File: src/rtl/bht_access_scheduler.sv
// bht_access_scheduler: arbitrates the single BHT port between fetch lookups
// (reads) and buffered execute-stage updates (writes), and runs a clear sweep
// over the whole table after reset or flush.
// Optional feature macro: BHT_PENDING_HIT_EN adds the lookup_pending output.
module bht_access_scheduler #(
   parameter int unsigned LOWER    = 5,
   parameter int unsigned QDEPTH   = 4,
   parameter int unsigned MAX_WAIT = 3
) (
   input  logic                          clk,
   input  logic                          rst,
   input  logic                          flush,
   input  logic                          lookup_valid,
   input  logic [LOWER-1:0]              lookup_idx,
   output logic                          lookup_ready,
   input  logic                          resolve_valid,
   input  logic [LOWER-1:0]              resolve_idx,
   input  logic                          resolve_taken,
   output logic                          resolve_ready,
   output logic                          bht_en,
   output logic                          bht_we,
   output logic                          bht_clear,
   output logic [LOWER-1:0]              bht_addr,
   output logic                          bht_taken,
   output logic                          init_done,
`ifdef BHT_PENDING_HIT_EN
   output logic                          lookup_pending,
`endif
   output logic [$clog2(QDEPTH+1)-1:0]   q_count
);

   localparam int unsigned CNT_W  = $clog2(QDEPTH+1);
   localparam int unsigned PTR_W  = $clog2(QDEPTH);
   localparam int unsigned WAIT_W = $clog2(MAX_WAIT+1);

   typedef enum logic {ST_INIT, ST_RUN} state_t;

   state_t              state_q, state_d;
   logic [LOWER-1:0]    sweep_q, sweep_d;
   logic [PTR_W-1:0]    head_q, head_d;
   logic [PTR_W-1:0]    tail_q, tail_d;
   logic [CNT_W-1:0]    count_q, count_d;
   logic [WAIT_W-1:0]   wait_q, wait_d;
   logic [LOWER-1:0]    fifo_idx_q [QDEPTH];
   logic [LOWER-1:0]    fifo_idx_d [QDEPTH];
   logic                fifo_tk_q  [QDEPTH];
   logic                fifo_tk_d  [QDEPTH];

   logic                force_wr;
   logic                wr_grant;
   logic                rd_grant;
   logic                push;

   // Arbitration, FIFO bookkeeping, sweep sequencing and port outputs.
   always_comb begin
      state_d       = state_q;
      sweep_d       = sweep_q;
      head_d        = head_q;
      tail_d        = tail_q;
      count_d       = count_q;
      wait_d        = wait_q;
      fifo_idx_d    = fifo_idx_q;
      fifo_tk_d     = fifo_tk_q;
      force_wr      = 1'b0;
      wr_grant      = 1'b0;
      rd_grant      = 1'b0;
      push          = 1'b0;
      lookup_ready  = 1'b0;
      resolve_ready = 1'b0;
      bht_en        = 1'b0;
      bht_we        = 1'b0;
      bht_clear     = 1'b0;
      bht_addr      = '0;
      bht_taken     = 1'b0;
      init_done     = (state_q == ST_RUN);
      q_count       = count_q;

      case (state_q)
         ST_INIT: begin
            if (!flush) begin
               bht_en    = 1'b1;
               bht_we    = 1'b1;
               bht_clear = 1'b1;
               bht_addr  = sweep_q;
               sweep_d   = sweep_q + LOWER'(1);
               if (sweep_q == '1) begin
                  state_d = ST_RUN;
               end
            end
         end
         ST_RUN: begin
            force_wr = (count_q != '0) &&
                       ((count_q == CNT_W'(QDEPTH)) || (wait_q == WAIT_W'(MAX_WAIT)));
            if (!flush) begin
               lookup_ready  = !force_wr;
               resolve_ready = (count_q < CNT_W'(QDEPTH));
               wr_grant      = force_wr || ((count_q != '0) && !lookup_valid);
               rd_grant      = !wr_grant && lookup_valid;
               push          = resolve_valid && resolve_ready;

               if (wr_grant) begin
                  bht_en    = 1'b1;
                  bht_we    = 1'b1;
                  bht_addr  = fifo_idx_q[head_q];
                  bht_taken = fifo_tk_q[head_q];
                  head_d    = head_q + PTR_W'(1);
               end else if (rd_grant) begin
                  bht_en   = 1'b1;
                  bht_addr = lookup_idx;
               end

               if (push) begin
                  fifo_idx_d[tail_q] = resolve_idx;
                  fifo_tk_d[tail_q]  = resolve_taken;
                  tail_d             = tail_q + PTR_W'(1);
               end

               if (push && !wr_grant) begin
                  count_d = count_q + CNT_W'(1);
               end else if (!push && wr_grant) begin
                  count_d = count_q - CNT_W'(1);
               end

               if (wr_grant || (count_q == '0)) begin
                  wait_d = '0;
               end else if (rd_grant && (wait_q != WAIT_W'(MAX_WAIT))) begin
                  wait_d = wait_q + WAIT_W'(1);
               end
            end
         end
         default: state_d = ST_INIT;
      endcase

      if (flush) begin
         state_d = ST_INIT;
         sweep_d = '0;
         head_d  = '0;
         tail_d  = '0;
         count_d = '0;
         wait_d  = '0;
      end

      if (rst) begin
         lookup_ready  = 1'b0;
         resolve_ready = 1'b0;
         bht_en        = 1'b0;
         bht_we        = 1'b0;
         bht_clear     = 1'b0;
         bht_addr      = '0;
         bht_taken     = 1'b0;
         init_done     = 1'b0;
         q_count       = '0;
      end
   end

`ifdef BHT_PENDING_HIT_EN
   // Flag an accepted lookup whose index still has an update waiting in the FIFO.
   always_comb begin
      lookup_pending = 1'b0;
      if ((state_q == ST_RUN) && lookup_valid && lookup_ready && !rst) begin
         for (int unsigned i = 0; i < QDEPTH; i++) begin
            if ((CNT_W'(i) < count_q) &&
                (fifo_idx_q[head_q + PTR_W'(i)] == lookup_idx)) begin
               lookup_pending = 1'b1;
            end
         end
      end
   end
`endif

   // State, pointer and FIFO storage registers.
   always_ff @(posedge clk) begin
      if (rst) begin
         state_q    <= ST_INIT;
         sweep_q    <= '0;
         head_q     <= '0;
         tail_q     <= '0;
         count_q    <= '0;
         wait_q     <= '0;
         fifo_idx_q <= '{default: '0};
         fifo_tk_q  <= '{default: 1'b0};
      end else begin
         state_q    <= state_d;
         sweep_q    <= sweep_d;
         head_q     <= head_d;
         tail_q     <= tail_d;
         count_q    <= count_d;
         wait_q     <= wait_d;
         fifo_idx_q <= fifo_idx_d;
         fifo_tk_q  <= fifo_tk_d;
      end
   end

endmodule

File: config.mk
export PLATFORM = sky130hd
export DESIGN_NAME = bht_access_scheduler
export DESIGN_NICKNAME = d
export VERILOG_FILES = /design/src/rtl/bht_access_scheduler.sv
export SDC_FILE = /design/constraint.sdc
export NUM_CORES = 1
export LEC_CHECK = 0
export BUFFER_PORTS_ARGS = -buffer_cell sky130_fd_sc_hd__buf_2
export CAP_MARGIN = 20
export CORE_ASPECT_RATIO = 0.7
export CORE_UTILIZATION = 45
export DETAILED_ROUTE_END_ITERATION = 10
export GPL_ROUTABILITY_DRIVEN = 0
export PLACE_DENSITY_LB_ADDON = 0.12
export SYNTH_ARGS = -nofsm -noshare
export SYNTH_HDL_FRONTEND = slang
export SYNTH_SLANG_ARGS = --single-unit
File: constraint.sdc
create_clock -name clk -period 5.1 [get_ports clk]
set_input_delay 0.51 -clock clk [delete_from_list [all_inputs] [get_ports clk]]
set_output_delay 0.51 -clock clk [all_outputs]
set_load 0.05 [all_outputs]
==> flow_summary.yaml <==
run_status:
  run_status: "complete, no violations"
job:
  drv_cap: 0
synth:
  ys_types: 33
  synth_flop_cell: "sky130_fd_sc_hd__dfxtp_1"
  postSynthCellCount: 228
  postSynth.asyncResetShare_pct: 0
  synth.cell_area_sq_um: 1950
  yosys.area.top_type_share_pct: 40.0
  ys_top_cells_by_area: "sky130_fd_sc_hd__dfxtp_1 40%, sky130_fd_sc_hd__a21oi_1 7.4%, sky130_fd_sc_hd__nand3_1 7.4%"
  synth_sequential_area_ratio_pct: 40.0
  yosysTopAreaCell: "sky130_fd_sc_hd__dfxtp_1"
  synth_nets: 253
  synth_enable_flop_cells: 0
  synth-warning-count: 0
  synth_area_per_cell_sq_um: 8.56
  ys_seq_elements: 39
drt:
  wl_per_cell_microns: 14.5
  ant_nets: 0
  drt-pass1-iter-count: 4
  vias: 1624
  routed_wl_mm: 4.44
  post-route-drc-count: 0
  iter_0_drt_violations: 131
  vias_per_cell: 5.31
clock_network:
  cts_tree: "done"
  clock_sink_count: 39
  cts_htree_levels: 2
  cts_hold_buffers: 0
  clk-insertion-delay-late_ps: 290
  clockBufferDepth: 2
  cts-resized-gates: 0
  cts.clk_slew.worst_paths_ps: 70
  cts_setup_buffers: 0
  cts_buffers: 5
  root_buffer: "sky130_fd_sc_hd__clkbuf_8"
sta:
  final.min_clock_period_ps: 2580
  final_hold_violation_count: 0
  layout_worst_path_cycle_share_pct: 50.6
  worst_rel_slew_slack_pct: 37.9
  layout_setup_ws_ps: 2520
  rsz0062_at_grt: "no"
  max_freq_mhz: 387
  slew_violations: 0
  setup-violations-final: 0
  setup_total_negative_slack_ps: 0
  worst_pin_slew_ps: 931
  whs_ps: 455
  clock-skew-final_ps: 4.31
finish:
  fin_nets: 278
  layout-drive-gt1-share_pct: 18.1
  num_antenna_cells: 0
  final_core_util_pct: 54.2
  layout-area-overhead-vs-synth_pct: 12.3
  number_of_filler_instances_in_the_final_layout: 406
pwr:
  max-vdd-ir-drop_mv: 0.118
  powerDensity_nw_per_um2: 244
  fin_total_pwr_uw: 536
  total_leakage_power_nw: 0.811
floorplan:
  ioPinCount: 31
  initial_core_utilization_pct: 48.3
  die_w_microns: 80.7
  die-height_microns: 57.1
  core_area_sq_um: 4040
  die_area_sq_um: 4610
  fp-row-count: 19
grt:
  grt.overflow.total: 0
  vias_in_the_first_global_route: 1473
  first_pass_grt_wire_length_mm: 7.21
  gr-usage-all-layers_pct: 21.0
  grt_antenna_before_repair: 0
  maximum_number_of_pins_on_one_net_before_global_route_repair: 30
worst_hold_path:
  min-delay-path-class: "reg2reg"
placement:
  dpl_worst_slack_ps: 2570
  port_buffer_cells: 30
  hpwlAfterDp_mm: 3.15
critical_path:
  path_max_fanout: 24
  required_arrival_time_at_the_worst_endpoint_ps: 4590
  worstPathArrival_ps: 2070
  setup.worst_path.class: "reg2out"
  crit_path_end_kind: "output pin"
  worstSetupStartpointType: "register"
==> kinds of logic (layout without fill, tap and decap cells) <==
group                      count (synthesis)  after routing  share of synthesized area, %
AOI/OAI and AO/OA                         42             42                          12.0
adders and majority gates                  9              9                          6.16
DFF                                       39             39                          40.0
and+or+nand+nor                          102            102                          24.8
xor gates and xnor gates                   8              8                          3.59
buffers and inverters                     17             43                          3.85
muxes                                     11             11                          9.56
==> synth_stat cells, types with 2 or more instances <==
cell,n
sky130_fd_sc_hd__nor2b_1,9
sky130_fd_sc_hd__a31oi_1,3
sky130_fd_sc_hd__buf_2,9
sky130_fd_sc_hd__mux2i_1,4
sky130_fd_sc_hd__a22oi_1,3
sky130_fd_sc_hd__o21ai_1,3
sky130_fd_sc_hd__clkbuf_1,3
sky130_fd_sc_hd__nand2b_1,3
sky130_fd_sc_hd__nor2_1,17
sky130_fd_sc_hd__mux4_2,6
sky130_fd_sc_hd__nand2_1,34
sky130_fd_sc_hd__dfxtp_1,39
sky130_fd_sc_hd__xor2_1,4
sky130_fd_sc_hd__nand3_1,29
sky130_fd_sc_hd__xnor2_1,4
sky130_fd_sc_hd__ha_1,8
sky130_fd_sc_hd__nor3_1,2
sky130_fd_sc_hd__inv_1,5
sky130_fd_sc_hd__a21oi_1,29
==> flip-flops by register name, indices dropped and copies added (netlist names) <==
| signal | cells |
|---|---|
| wait_q | 2 |
| fifo_tk_q | 4 |
| count_q | 3 |
| head_q | 2 |
| fifo_idx_q | 20 |
| tail_q | 2 |
| state_q | 1 |
| sweep_q | 5 |
==> layout make-up <==
cell class	count	area [sq um]	share of cell area, %
Multi-Input combinational cell	172	1090	50.0
Sequential cell	39	781	35.6
Timing Repair Buffer	30	150	6.85
Clock buffer	7	76.3	3.48
Tap cell	52	65.1	2.97
Inverter	5	18.8	0.857
Clock inverter	1	5.00	0.228
==> through the flow <==
step / instances / area [sq um]
2_1_floorplan: 228 / 1950
3_3_place_gp: 298 / 2110
3_5_place_dp: 298 / 2110
4_1_cts: 306 / 2190
5_1_grt: 306 / 2190
6_report: 306 / 2190
==> routing by layer <==
| metal | vias up | track usage [%] | wire (microns) |
|---|---|---|---|
| li1 | 841 | - | - |
| met1 | 746 | 33.2 | 2440 |
| met2 | 37 | 27.7 | 1770 |
| met3 | 0 | 4.80 | 224 |
| met4 | 0 | 6.12 | 0 |
| met5 | - | 0 | 0 |
==> where the power goes <==
| part | internal (mW) | switching [mW] |
|---|---|---|
| clock network | 0.0960 | 0.103 |
| logic | 0.00959 | 0.0211 |
| registers | 0.305 | 0.000680 |
==> worst max-delay path, stage by stage, from the launching register on <==
cell and delay (ps):
sky130_fd_sc_hd__dfxtp_1 820, sky130_fd_sc_hd__nor2b_1 240, sky130_fd_sc_hd__nand2b_1 190, sky130_fd_sc_hd__nor3b_1 240, sky130_fd_sc_hd__buf_2 300
==> placed cells by master, fill, tap and decap left out, types with 4 or more instances in the layout <==
master,synthesis,layout
sky130_fd_sc_hd__nor2_1,17,17
sky130_fd_sc_hd__nand2_1,34,34
sky130_fd_sc_hd__ha_1,8,8
sky130_fd_sc_hd__nor2b_1,9,9
sky130_fd_sc_hd__dfxtp_1,39,39
sky130_fd_sc_hd__xnor2_1,4,4
sky130_fd_sc_hd__buf_2,9,30
sky130_fd_sc_hd__xor2_1,4,4
sky130_fd_sc_hd__inv_1,5,5
sky130_fd_sc_hd__mux4_2,6,6
sky130_fd_sc_hd__clkbuf_8,0,5
sky130_fd_sc_hd__a21oi_1,29,29
sky130_fd_sc_hd__mux2i_1,4,4
sky130_fd_sc_hd__nand3_1,29,29
==> worst paths after layout <==
| check | start | endpoint | slack [ps] | depth (start not counted) |
|---|---|---|---|---|
| setup / recovery | state_q | bht_taken | 2520 | 4 |
| hold / removal | fifo_idx_q[15] | fifo_idx_q[15] | 450 | 2 |
| setup reg to reg | state_q | fifo_idx_q[2] | 2590 | 4 |
| hold reg to reg | fifo_idx_q[15] | fifo_idx_q[15] | 450 | 2 |
Power figures use the tool's default switching activity.
